===== src/rtl/crc_pkg.sv =====
// Shared definitions for the CRC blocks: frame FSM encoding, mode values
// and commonly used generator polynomials (implicit top bit omitted).
package crc_pkg;

    typedef enum logic [1:0] {
        ST_IDLE   = 2'd0,
        ST_ACTIVE = 2'd1,
        ST_CLOSE  = 2'd2
    } state_t;

    localparam logic MODE_GEN = 1'b0;
    localparam logic MODE_CHK = 1'b1;

    localparam logic [7:0]  CRC8_POLY        = 8'h07;
    localparam logic [15:0] CRC16_CCITT_POLY = 16'h1021;
    localparam logic [31:0] CRC32_POLY       = 32'h04C11DB7;

endpackage


===== src/rtl/crc_frame_unit_if.sv =====
// Beat stream and status bundle of crc_frame_unit; the framing side drives
// the master modport, the CRC engine sits on the slave modport.
interface crc_frame_unit_if #(
    parameter int DATA_W = 8,
    parameter int CRC_W  = 8,
    parameter int CNT_W  = 16
) ();

    logic              start;
    logic              mode;
    logic              data_valid;
    logic [DATA_W-1:0] data_in;
    logic              data_last;

    logic              busy;
    logic [CRC_W-1:0]  crc_out;
    logic              done;
    logic              error;
    logic [CNT_W-1:0]  beat_cnt;
    logic [CNT_W-1:0]  err_cnt;

    modport master (
        output start, mode, data_valid, data_in, data_last,
        input  busy, crc_out, done, error, beat_cnt, err_cnt
    );

    modport slave (
        input  start, mode, data_valid, data_in, data_last,
        output busy, crc_out, done, error, beat_cnt, err_cnt
    );

endinterface


===== src/rtl/crc_step.sv =====
// Combinational CRC update over one DATA_W-bit beat, MSB first, non-reflected.
// The serial LFSR is unrolled so a whole beat is absorbed per cycle.
module crc_step
    import crc_pkg::*;
#(
    parameter int              DATA_W = 8,
    parameter int              CRC_W  = 8,
    parameter logic [CRC_W-1:0] POLY  = CRC_W'(CRC8_POLY)
) (
    input  logic [CRC_W-1:0]  crc_in,
    input  logic [DATA_W-1:0] data_in,
    output logic [CRC_W-1:0]  crc_out
);

    logic [CRC_W-1:0] crc_acc;

    always_comb begin
        // NOTE: blocking assignments are intentional here; each loop pass
        // must see the value produced by the previous serial step.
        crc_acc = crc_in;
        for (int i = DATA_W - 1; i >= 0; i--) begin
            if (crc_acc[CRC_W-1] ^ data_in[i]) begin
                crc_acc = (crc_acc << 1) ^ POLY;
            end else begin
                crc_acc = crc_acc << 1;
            end
        end
    end

    assign crc_out = crc_acc;

endmodule


===== src/rtl/crc_frame_unit.sv =====
// Framed CRC engine: generates the frame CRC or checks a frame carrying its
// appended CRC, with saturating beat and error statistics.
module crc_frame_unit
    import crc_pkg::*;
#(
    parameter int               DATA_W  = 8,
    parameter int               CRC_W   = 8,
    parameter logic [CRC_W-1:0] POLY    = CRC_W'(CRC8_POLY),
    parameter logic [CRC_W-1:0] INIT    = '0,
    parameter logic [CRC_W-1:0] RESIDUE = '0,
    parameter int               CNT_W   = 16
) (
    input  logic            clk,
    input  logic            rst,
    crc_frame_unit_if.slave bus
);

    state_t           state_q, state_d;
    logic [CRC_W-1:0] crc_q, crc_d;
    logic [CRC_W-1:0] crc_out_q, crc_out_d;
    logic             mode_q, mode_d;
    logic             error_q, error_d;
    logic [CNT_W-1:0] beat_cnt_q, beat_cnt_d;
    logic [CNT_W-1:0] err_cnt_q, err_cnt_d;

    logic             accept;
    logic             close_now;
    logic             mode_eff;
    logic             mismatch;
    logic [CRC_W-1:0] crc_base;
    logic [CRC_W-1:0] crc_next;
    logic [CNT_W-1:0] beat_base;

    // A start cycle behaves as the first cycle of a fresh frame, so the beat
    // taken in that cycle is computed from INIT and counted from zero.
    assign accept    = bus.data_valid && (bus.start || (state_q == ST_ACTIVE));
    assign close_now = accept && bus.data_last;
    assign mode_eff  = bus.start ? bus.mode : mode_q;
    assign crc_base  = bus.start ? INIT : crc_q;
    assign beat_base = bus.start ? '0 : beat_cnt_q;
    assign mismatch  = (crc_next != RESIDUE);

    crc_step #(
        .DATA_W (DATA_W),
        .CRC_W  (CRC_W),
        .POLY   (POLY)
    ) u_step (
        .crc_in  (crc_base),
        .data_in (bus.data_in),
        .crc_out (crc_next)
    );

    // State register and datapath registers
    always_ff @(posedge clk) begin
        // NOTE: non-blocking assignments for every flop so all registers
        // update from the same pre-edge values.
        if (rst) begin
            state_q    <= ST_IDLE;
            crc_q      <= INIT;
            crc_out_q  <= '0;
            mode_q     <= MODE_GEN;
            error_q    <= 1'b0;
            beat_cnt_q <= '0;
            err_cnt_q  <= '0;
        end else begin
            state_q    <= state_d;
            crc_q      <= crc_d;
            crc_out_q  <= crc_out_d;
            mode_q     <= mode_d;
            error_q    <= error_d;
            beat_cnt_q <= beat_cnt_d;
            err_cnt_q  <= err_cnt_d;
        end
    end

    // Next-state logic; start reopens from any state, aborting an open frame
    always_comb begin
        // NOTE: default assignment first so no path leaves state_d unassigned
        // and no latch is inferred.
        state_d = state_q;
        if (bus.start) begin
            state_d = close_now ? ST_CLOSE : ST_ACTIVE;
        end else begin
            unique case (state_q)
                ST_IDLE:   state_d = ST_IDLE;
                ST_ACTIVE: state_d = close_now ? ST_CLOSE : ST_ACTIVE;
                ST_CLOSE:  state_d = ST_IDLE;
                default:   state_d = ST_IDLE;
            endcase
        end
    end

    // Datapath next values
    always_comb begin
        crc_d      = crc_q;
        crc_out_d  = crc_out_q;
        mode_d     = mode_q;
        error_d    = error_q;
        beat_cnt_d = beat_cnt_q;
        err_cnt_d  = err_cnt_q;

        if (bus.start) begin
            crc_d      = INIT;
            mode_d     = bus.mode;
            error_d    = 1'b0;
            beat_cnt_d = '0;
        end

        if (accept) begin
            crc_d      = crc_next;
            beat_cnt_d = (beat_base == '1) ? beat_base : beat_base + CNT_W'(1);
        end

        // Verdict is registered on the closing edge so it appears with done
        if (close_now) begin
            crc_out_d = crc_next;
            error_d   = (mode_eff == MODE_CHK) && mismatch;
            if ((mode_eff == MODE_CHK) && mismatch && (err_cnt_q != '1)) begin
                err_cnt_d = err_cnt_q + CNT_W'(1);
            end
        end
    end

    // Outputs decoded from state and registers
    always_comb begin
        bus.busy     = (state_q == ST_ACTIVE);
        bus.done     = (state_q == ST_CLOSE);
        bus.crc_out  = crc_out_q;
        bus.error    = error_q;
        bus.beat_cnt = beat_cnt_q;
        bus.err_cnt  = err_cnt_q;
    end

endmodule


===== src/flat_wrapper.sv =====
// flat-port wrapper written by rule: the top's interface ports become plain ports
module crc_frame_unit_flat import crc_pkg::*;
#(
    parameter int               DATA_W  = 8,
    parameter int               CRC_W   = 8,
    parameter logic [CRC_W-1:0] POLY    = CRC_W'(CRC8_POLY),
    parameter logic [CRC_W-1:0] INIT    = '0,
    parameter logic [CRC_W-1:0] RESIDUE = '0,
    parameter int               CNT_W   = 16
)
  (clk, rst, bus_start, bus_mode, bus_data_valid, bus_data_in, bus_data_last, bus_busy, bus_crc_out, bus_done, bus_error, bus_beat_cnt, bus_err_cnt);
  crc_frame_unit_if #(.DATA_W(DATA_W), .CRC_W(CRC_W), .CNT_W(CNT_W)) bus_i ();
  input  logic clk;
  input  logic rst;
  input wire logic [$bits(bus_i.start)-1:0] bus_start;
  input wire logic [$bits(bus_i.mode)-1:0] bus_mode;
  input wire logic [$bits(bus_i.data_valid)-1:0] bus_data_valid;
  input wire logic [$bits(bus_i.data_in)-1:0] bus_data_in;
  input wire logic [$bits(bus_i.data_last)-1:0] bus_data_last;
  output wire logic [$bits(bus_i.busy)-1:0] bus_busy;
  output wire logic [$bits(bus_i.crc_out)-1:0] bus_crc_out;
  output wire logic [$bits(bus_i.done)-1:0] bus_done;
  output wire logic [$bits(bus_i.error)-1:0] bus_error;
  output wire logic [$bits(bus_i.beat_cnt)-1:0] bus_beat_cnt;
  output wire logic [$bits(bus_i.err_cnt)-1:0] bus_err_cnt;
  assign bus_i.start = bus_start;
  assign bus_i.mode = bus_mode;
  assign bus_i.data_valid = bus_data_valid;
  assign bus_i.data_in = bus_data_in;
  assign bus_i.data_last = bus_data_last;
  assign bus_busy = bus_i.busy;
  assign bus_crc_out = bus_i.crc_out;
  assign bus_done = bus_i.done;
  assign bus_error = bus_i.error;
  assign bus_beat_cnt = bus_i.beat_cnt;
  assign bus_err_cnt = bus_i.err_cnt;
  crc_frame_unit #(.DATA_W(DATA_W), .CRC_W(CRC_W), .POLY(POLY), .INIT(INIT), .RESIDUE(RESIDUE), .CNT_W(CNT_W)) u_core (.clk(clk), .rst(rst), .bus(bus_i));
endmodule

===== config.mk =====
export PLATFORM = sky130hd
export DESIGN_NAME = crc_frame_unit_flat
export DESIGN_NICKNAME = d
export VERILOG_FILES = /design/src/rtl/crc_pkg.sv /design/src/rtl/crc_frame_unit_if.sv /design/src/rtl/crc_step.sv /design/src/rtl/crc_frame_unit.sv /design/src/flat_wrapper.sv
export SDC_FILE = /design/constraint.sdc
export NUM_CORES = 1
export LEC_CHECK = 0
export ABC_AREA = 1
export ABC_CLOCK_PERIOD_IN_PS = 5100
export CAP_MARGIN = 10
export CORE_MARGIN = 8
export CORE_UTILIZATION = 68
export DETAILED_ROUTE_END_ITERATION = 7
export DONT_BUFFER_PORTS = 1
export GPL_ROUTABILITY_DRIVEN = 0
export PLACE_DENSITY = 0.84
export SYNTH_ARGS = -nofsm -noshare
export SYNTH_HDL_FRONTEND = slang
export SYNTH_HIERARCHICAL = 1
export SYNTH_SLANG_ARGS = --single-unit

===== constraint.sdc =====
create_clock -name clk -period 5.1 [get_ports clk]
set_clock_uncertainty 0.05 [all_clocks]
set_input_delay 0 -clock clk [delete_from_list [all_inputs] [get_ports clk]]
set_output_delay 0 -clock clk [all_outputs]
set_load 0.01 [all_outputs]

# After elaboration in Yosys (flattened, before gate mapping)
# Index checks and enable logic that the tools add are counted.
[classes] n_mux=19 eq_ne=4 addsub=2 n_bitwise=16 n_reduce_logical=8
[op_table] operator="two-way mux 16 bit" n=3
[op_table] operator="adder 16 x 1 -> 16 bit (second input constant)" n=2
[op_table] operator="two-way mux 3 bit" n=8
[op_table] operator="NOT 3 bit" n=8
[op_table] operator="== test 16 bit (second input constant)" n=1
[op_table] operator="two-way mux 8 bit" n=2
[op_table] operator="!= test 16 bit (second input constant)" n=1
[op_table] operator="nonzero test 8 bit" n=1
[op_table] operator="XOR 1 bit" n=8
[op_table] operator="two-way mux 2 bit" n=3
[op_table] operator="logical AND 1 bit" n=4
[op_table] operator="two-way mux 1 bit" n=3
[op_table] operator="== test 2 x 1 -> 1 bit (second input constant)" n=1
[op_table] operator="== test 2 bit (second input constant)" n=1
[op_table] operator="AND reduction 2 bit" n=1
[op_table] operator="nonzero test 2 bit" n=1
[op_table] operator="logical OR 1 bit" n=1
[totals] out_inout_bits=43 inputBits=14 word_cells=56 ff_bits=52

# Logic depth before layout (Yosys ltp)
[depth] depth_word=21 mapped_depth=21 depth_no_buf=20

# By module
# The synthesis kept the hierarchy.
[by_module_without_submodules] mod="crc_frame_unit" n_inst=1 seq_area_each_um2=1041.0 area_per_inst_um2=2874.0 cells_per_inst=436
[by_module_without_submodules] mod="crc_step" n_inst=1 seq_area_each_um2=0.0 area_per_inst_um2=290.3 cells_per_inst=57

# Worst setup path after synthesis
# Ideal clock, no wire load.
[synth_timing] kind="reg-to-reg" start="reg u_core.crc_q[6]" end="reg u_core.err_cnt_q[5] (netlist: u_core/bus.err_cnt[5])" period_less_slack_ps=2019 required_ps=4981 path_buffers=1 slack_ps=3081 setup_time_ps=69 stages_incl_launch_ff=20 arrival_ps=1900 cell_sequence="dfxtp_1 > inv_1 > nor2_1 > inv_1 > nand2_1 > nand2_1 > nand2_2 > nand3_1 > nand2_2 > inv_2 > nand2_1 > nand2_1 > nor2_1 > nand3_1 > o21ai_0 > nor2_2 > nand2_2 > buf_6 > nand2_1 > a21oi_2"
[synth_via] elab_cells_between_ends=13 cone_classes="mux: 5; bitwise: 4; reduce/logical: 4"
[synth_rtl] element="start: declaration" line="crc_frame_unit.sv:19" rtl="logic [CRC_W-1:0] crc_q, crc_d;"
[synth_rtl] element="start signal: assignment" line="crc_frame_unit.sv:67" rtl="crc_q <= crc_d;"
[synth_rtl] element="two-way mux 8 bit" line="crc_frame_unit.sv:39" rtl="assign crc_base = bus.start ? INIT : crc_q;"
[synth_rtl] element="net u_core.crc_base[6]" line="crc_frame_unit.sv:30" rtl="logic [CRC_W-1:0] crc_base;"
[synth_rtl] element="XOR 1 bit" line="crc_step.sv:22" rtl="if (crc_acc[CRC_W-1] ^ data_in[i]) begin"
[synth_rtl] element="two-way mux 3 bit" line="crc_step.sv:22"
[synth_rtl] element="XOR 1 bit" line="crc_step.sv:22"
[synth_rtl] element="two-way mux 3 bit" line="crc_step.sv:22"
[synth_rtl] element="net u_core.crc_next[0]" line="crc_frame_unit.sv:31" rtl="logic [CRC_W-1:0] crc_next;"
[synth_rtl] element="nonzero test 8 bit" line="crc_frame_unit.sv:41" rtl="assign mismatch = (crc_next != RESIDUE);"
[synth_rtl] element="logical AND 1 bit (2 in a row)" line="crc_frame_unit.sv:118" rtl="if ((mode_eff == MODE_CHK) && mismatch && (err_cnt_q != '1)) begin"
[synth_rtl] element="AND reduction 2 bit (no line)"
[synth_rtl] element="end signal: assignment" line="crc_frame_unit.sv:72" rtl="err_cnt_q <= err_cnt_d;"
[synth_rtl] element="end: declaration" line="crc_frame_unit.sv:24" rtl="logic [CNT_W-1:0] err_cnt_q, err_cnt_d;"
# The timed path passes the listed nets, and every way through them passes these cells.
# A chain may end at the register's enable or synchronous reset.

# Worst setup path after layout
[layout_timing] start="in bus_start" end="reg u_core.err_cnt_q[14] (netlist: u_core/bus.err_cnt[14])"
[layout_via] elab_cells_between_ends=33 cone_classes="mux: 10; bitwise: 16; reduce/logical: 7"
[layout_rtl] element="start: declaration" line="flat_wrapper.sv:15" rtl="input wire logic [$bits(bus_i.start)-1:0] bus_start;"
[layout_rtl] element="two-way mux 8 bit" line="crc_frame_unit.sv:39"
[layout_rtl] element="net u_core.crc_base[6]" line="crc_frame_unit.sv:30"
[layout_rtl] element="XOR 1 bit" line="crc_step.sv:22"
[layout_rtl] element="two-way mux 3 bit" line="crc_step.sv:22"
[layout_rtl] element="XOR 1 bit" line="crc_step.sv:22"
[layout_rtl] element="two-way mux 3 bit" line="crc_step.sv:22"
[layout_rtl] element="net u_core.crc_next[0]" line="crc_frame_unit.sv:31"
[layout_rtl] element="nonzero test 8 bit" line="crc_frame_unit.sv:41"
[layout_rtl] element="logical AND 1 bit (2 in a row)" line="crc_frame_unit.sv:118"
[layout_rtl] element="AND reduction 2 bit (no line)"
# The timed path passes the listed nets, and every way through them passes these cells.

==> metrics <==
status complete, no violations; drt pass-1 iters 5; # nets final 508; Clock power frac 31.0%; DRC Markers 0; CP Launch Type input pin; Hold Path Origin bus_start; I/O Pins 57; worst slew pin tran 0.681 ns; Die Y about 84 um; syn nets between 500 and 600; initial antenna violation count 0; # Max-Cap Violations 0; die span in x 84.2 um; Fin. Hold Viols 0; unrepaired setup endpoints after global routing no; r2r endpoint u_core/bus.err_cnt[14]; power per cell area roughly 240 mW/mm2; detailed placer's ending HPWL 5.57 mm; HP Class input pin to flip-flop; WL/cell 14.0 um; multi-input logic area 0.00177 mm2; crit path capture type flip-flop; CTS resizes 0; switching power share of the total 29.7%; share of cells above drive strength 1 9.13%; TritonCTS clock tree yes; synthesized area 0.00316 mm2; input/output buffers 0; vias in the first global route about 2800; worst-skew pair later-pin latency 0.31 ns; flip-flop and latch count after synthesis 52; Placeable Area 0.00460 mm2; largest net degree at the start of global routing 33; area grow syn2layout 4.94%; Internal 549 uW; CP Max Fanout 16; routed length on met1 3.16 mm; first-pass GRT wire length about 13 mm; Combinational Power Share 14.1%; Hold Crit Depth 3; minimum clock period 3.20 ns; final worst-path cycle share 62.7%; Initial Util roughly 69%; TNS Setup 0 ns; critical path data arrival time roughly 3.4 ns; CP required 5.31 ns; drt total wl 7.68 mm; Pleak around 0.0014 uW; gr ovfl total 0; total vias in the final route 3054; Syn. warnings 6; sequential area share after synthesis 32.9%; Seq pwr share 54.8%; Worst R2R Setup Slack between 2 and 2.5 ns; ANT cells 0; Yosys cell types 28; Fillers 400; syn_area_per_cell 6.42 um2; routed wl met2 3.59 mm; VDD IR max 0.000224 V; register area 0.00104 mm2; Longest Clk Path Bufs 2; Post-Syn Instances ~490; Util after Layout between 70% and 80%; vias per cell 5.58; reg2reg path depth 21; R2R Path Start u_core/crc_q[6]; max_slew headroom 54.5%; die area 0.00709 mm2; setup violators final 0; DRT iter0 DRCs roughly 250; worst hold endpoint u_core/bus.beat_cnt[2]; met3 wire length 761 um; # H-tree levels 2; commonest non-fill, non-tap cell in the layout nand2_1; Overall Global Routing Usage 21.3%; Root Buffer clkbuf_8; Reg clk slew, reported paths about 0.10 ns; total CTS buffers 5; top sig layer met4; max-slew violation count 0; Final ANT Viol Nets 0; switching pwr around 230 uW; top achievable clock speed ~310 MHz; most frequent cells in the layout nand2_1, inv_1, nor2_1; cell row count 25; clock sink count 52; WS Path Type input pin to flip-flop; postcts setup bufs 0
-- registers in the layout, indices dropped and copies added (netlist names) --
signal	count
u_core/bus.beat_cnt	16
u_core/crc_q	8
u_core/bus.error	1
u_core/state_q	2
u_core/bus.err_cnt	16
u_core/mode_q	1
u_core/bus.crc_out	8
-- timing repair --
item,CTS,global route
hold endpoints to repair,44,0
endpoints found under the setup margin,0,0
hold buffers,7,0
-- critical path, cell delays in order --
cell	delay [ns]
dlygate4sd3_1	0.93
nor2_1	0.20
inv_1	0.11
nand2_1	0.05
nand2_1	0.11
nand2_2	0.08
nand2_2	0.08
nand2_1	0.06
nand2_2	0.09
inv_2	0.05
nand2_1	0.05
nand2_1	0.06
nor2_1	0.08
nand3_1	0.09
o21ai_0	0.22
nor2_2	0.09
nand2_2	0.26
nand2_1	0.11
a21oi_2	0.13
dlygate4sd3_1	0.54
-- area by class of cell --
class,instances,share of cell area (%)
clock buffer,5,2.07
tap,54,2.03
inverter,72,8.14
multi-input combinational,354,53.4
timing repair buffer,7,2.41
clock inverter,3,0.565
sequential,52,31.3
-- metal layers --
| layer | up-vias | track usage [%] |
|---|---|---|
| li1 | 1545 | - |
| met1 | 1385 | 24.2 |
| met2 | 110 | 35.2 |
| met3 | 14 | 7.74 |
| met4 | 0 | 8.48 |
| met5 | - | 0 |
-- through the flow --
stage / worst slack [ns] / hold slack, ns / cells / cell area (um2) / power [uW]
6_report: 1.90 / 0.0162 / 547 / 3320 / 781
5_1_grt: 1.56 / 0.0546 / 547 / 3320 / 814
4_1_cts: 1.94 / 0.0193 / 547 / 3320 / 781
3_5_place_dp: 2.66 / 0.0214 / 532 / 3150 / 536
3_3_place_gp: 2.75 / 0.0202 / 532 / 3150 / 532
2_1_floorplan: 3.08 / 0.129 / 493 / 3160 / 523
-- cell usage after synthesis --
cell type,number,area [um2]
a21oi_1,28,140
o21ai_0,17,85.1
clkinv_1,1,3.75
nand3_1,46,230
dfxtp_1,52,1040
buf_6,2,22.5
a21oi_2,8,70.1
buf_4,2,15.0
inv_2,7,26.3
nand4_1,7,43.8
nor3_4,1,16.3
clkbuf_1,9,33.8
nand3_4,1,17.5
nand3_2,1,10.0
nand2_2,9,56.3
nor3_1,7,35.0
nor2_1,53,199
buf_1,2,7.51
xnor2_1,8,70.1
nand2_1,128,480
nor2_4,1,11.3
nor3_2,1,10.0
nor2_2,6,37.5
ha_1,2,25.0
o21ai_1,8,40.0
xor2_1,21,184
inv_1,64,240
nand4_2,1,12.5
-- logic make-up (layout without fill, tap and decap cells) --
logic type	count (synthesis)	in the layout	share of synthesized area, %
simple gates	262	262	36.7
buf+inv	87	87	11.0
flops	52	52	32.9
fa+ha+maj	2	2	0.791
xor+xnor	29	29	8.03
compound gates	61	61	10.6
-- how the worst max path moves through the flow --
stage                         start                      to  slack [ns]
finish                    bus_start  u_core/bus.err_cnt[14]        1.90
global route              bus_start  u_core/bus.err_cnt[14]        1.56
CTS                       bus_start  u_core/bus.err_cnt[14]        1.94
detailed placement  u_core/crc_q[6]   u_core/bus.err_cnt[1]        2.66
global placement    u_core/crc_q[6]  u_core/bus.err_cnt[15]        2.75
floorplan           u_core/crc_q[6]   u_core/bus.err_cnt[5]        3.08
-- power by group through the flow --
stage	Sequential [uW]	Clock [uW]	Combinational (uW)
global route	430	260	124
finish	428	242	110
floorplan	435	0	87.9
global placement	438	0	94.7
CTS	429	243	109
detailed placement	438	0	97.8
Power figures use the tool's default switching activity.
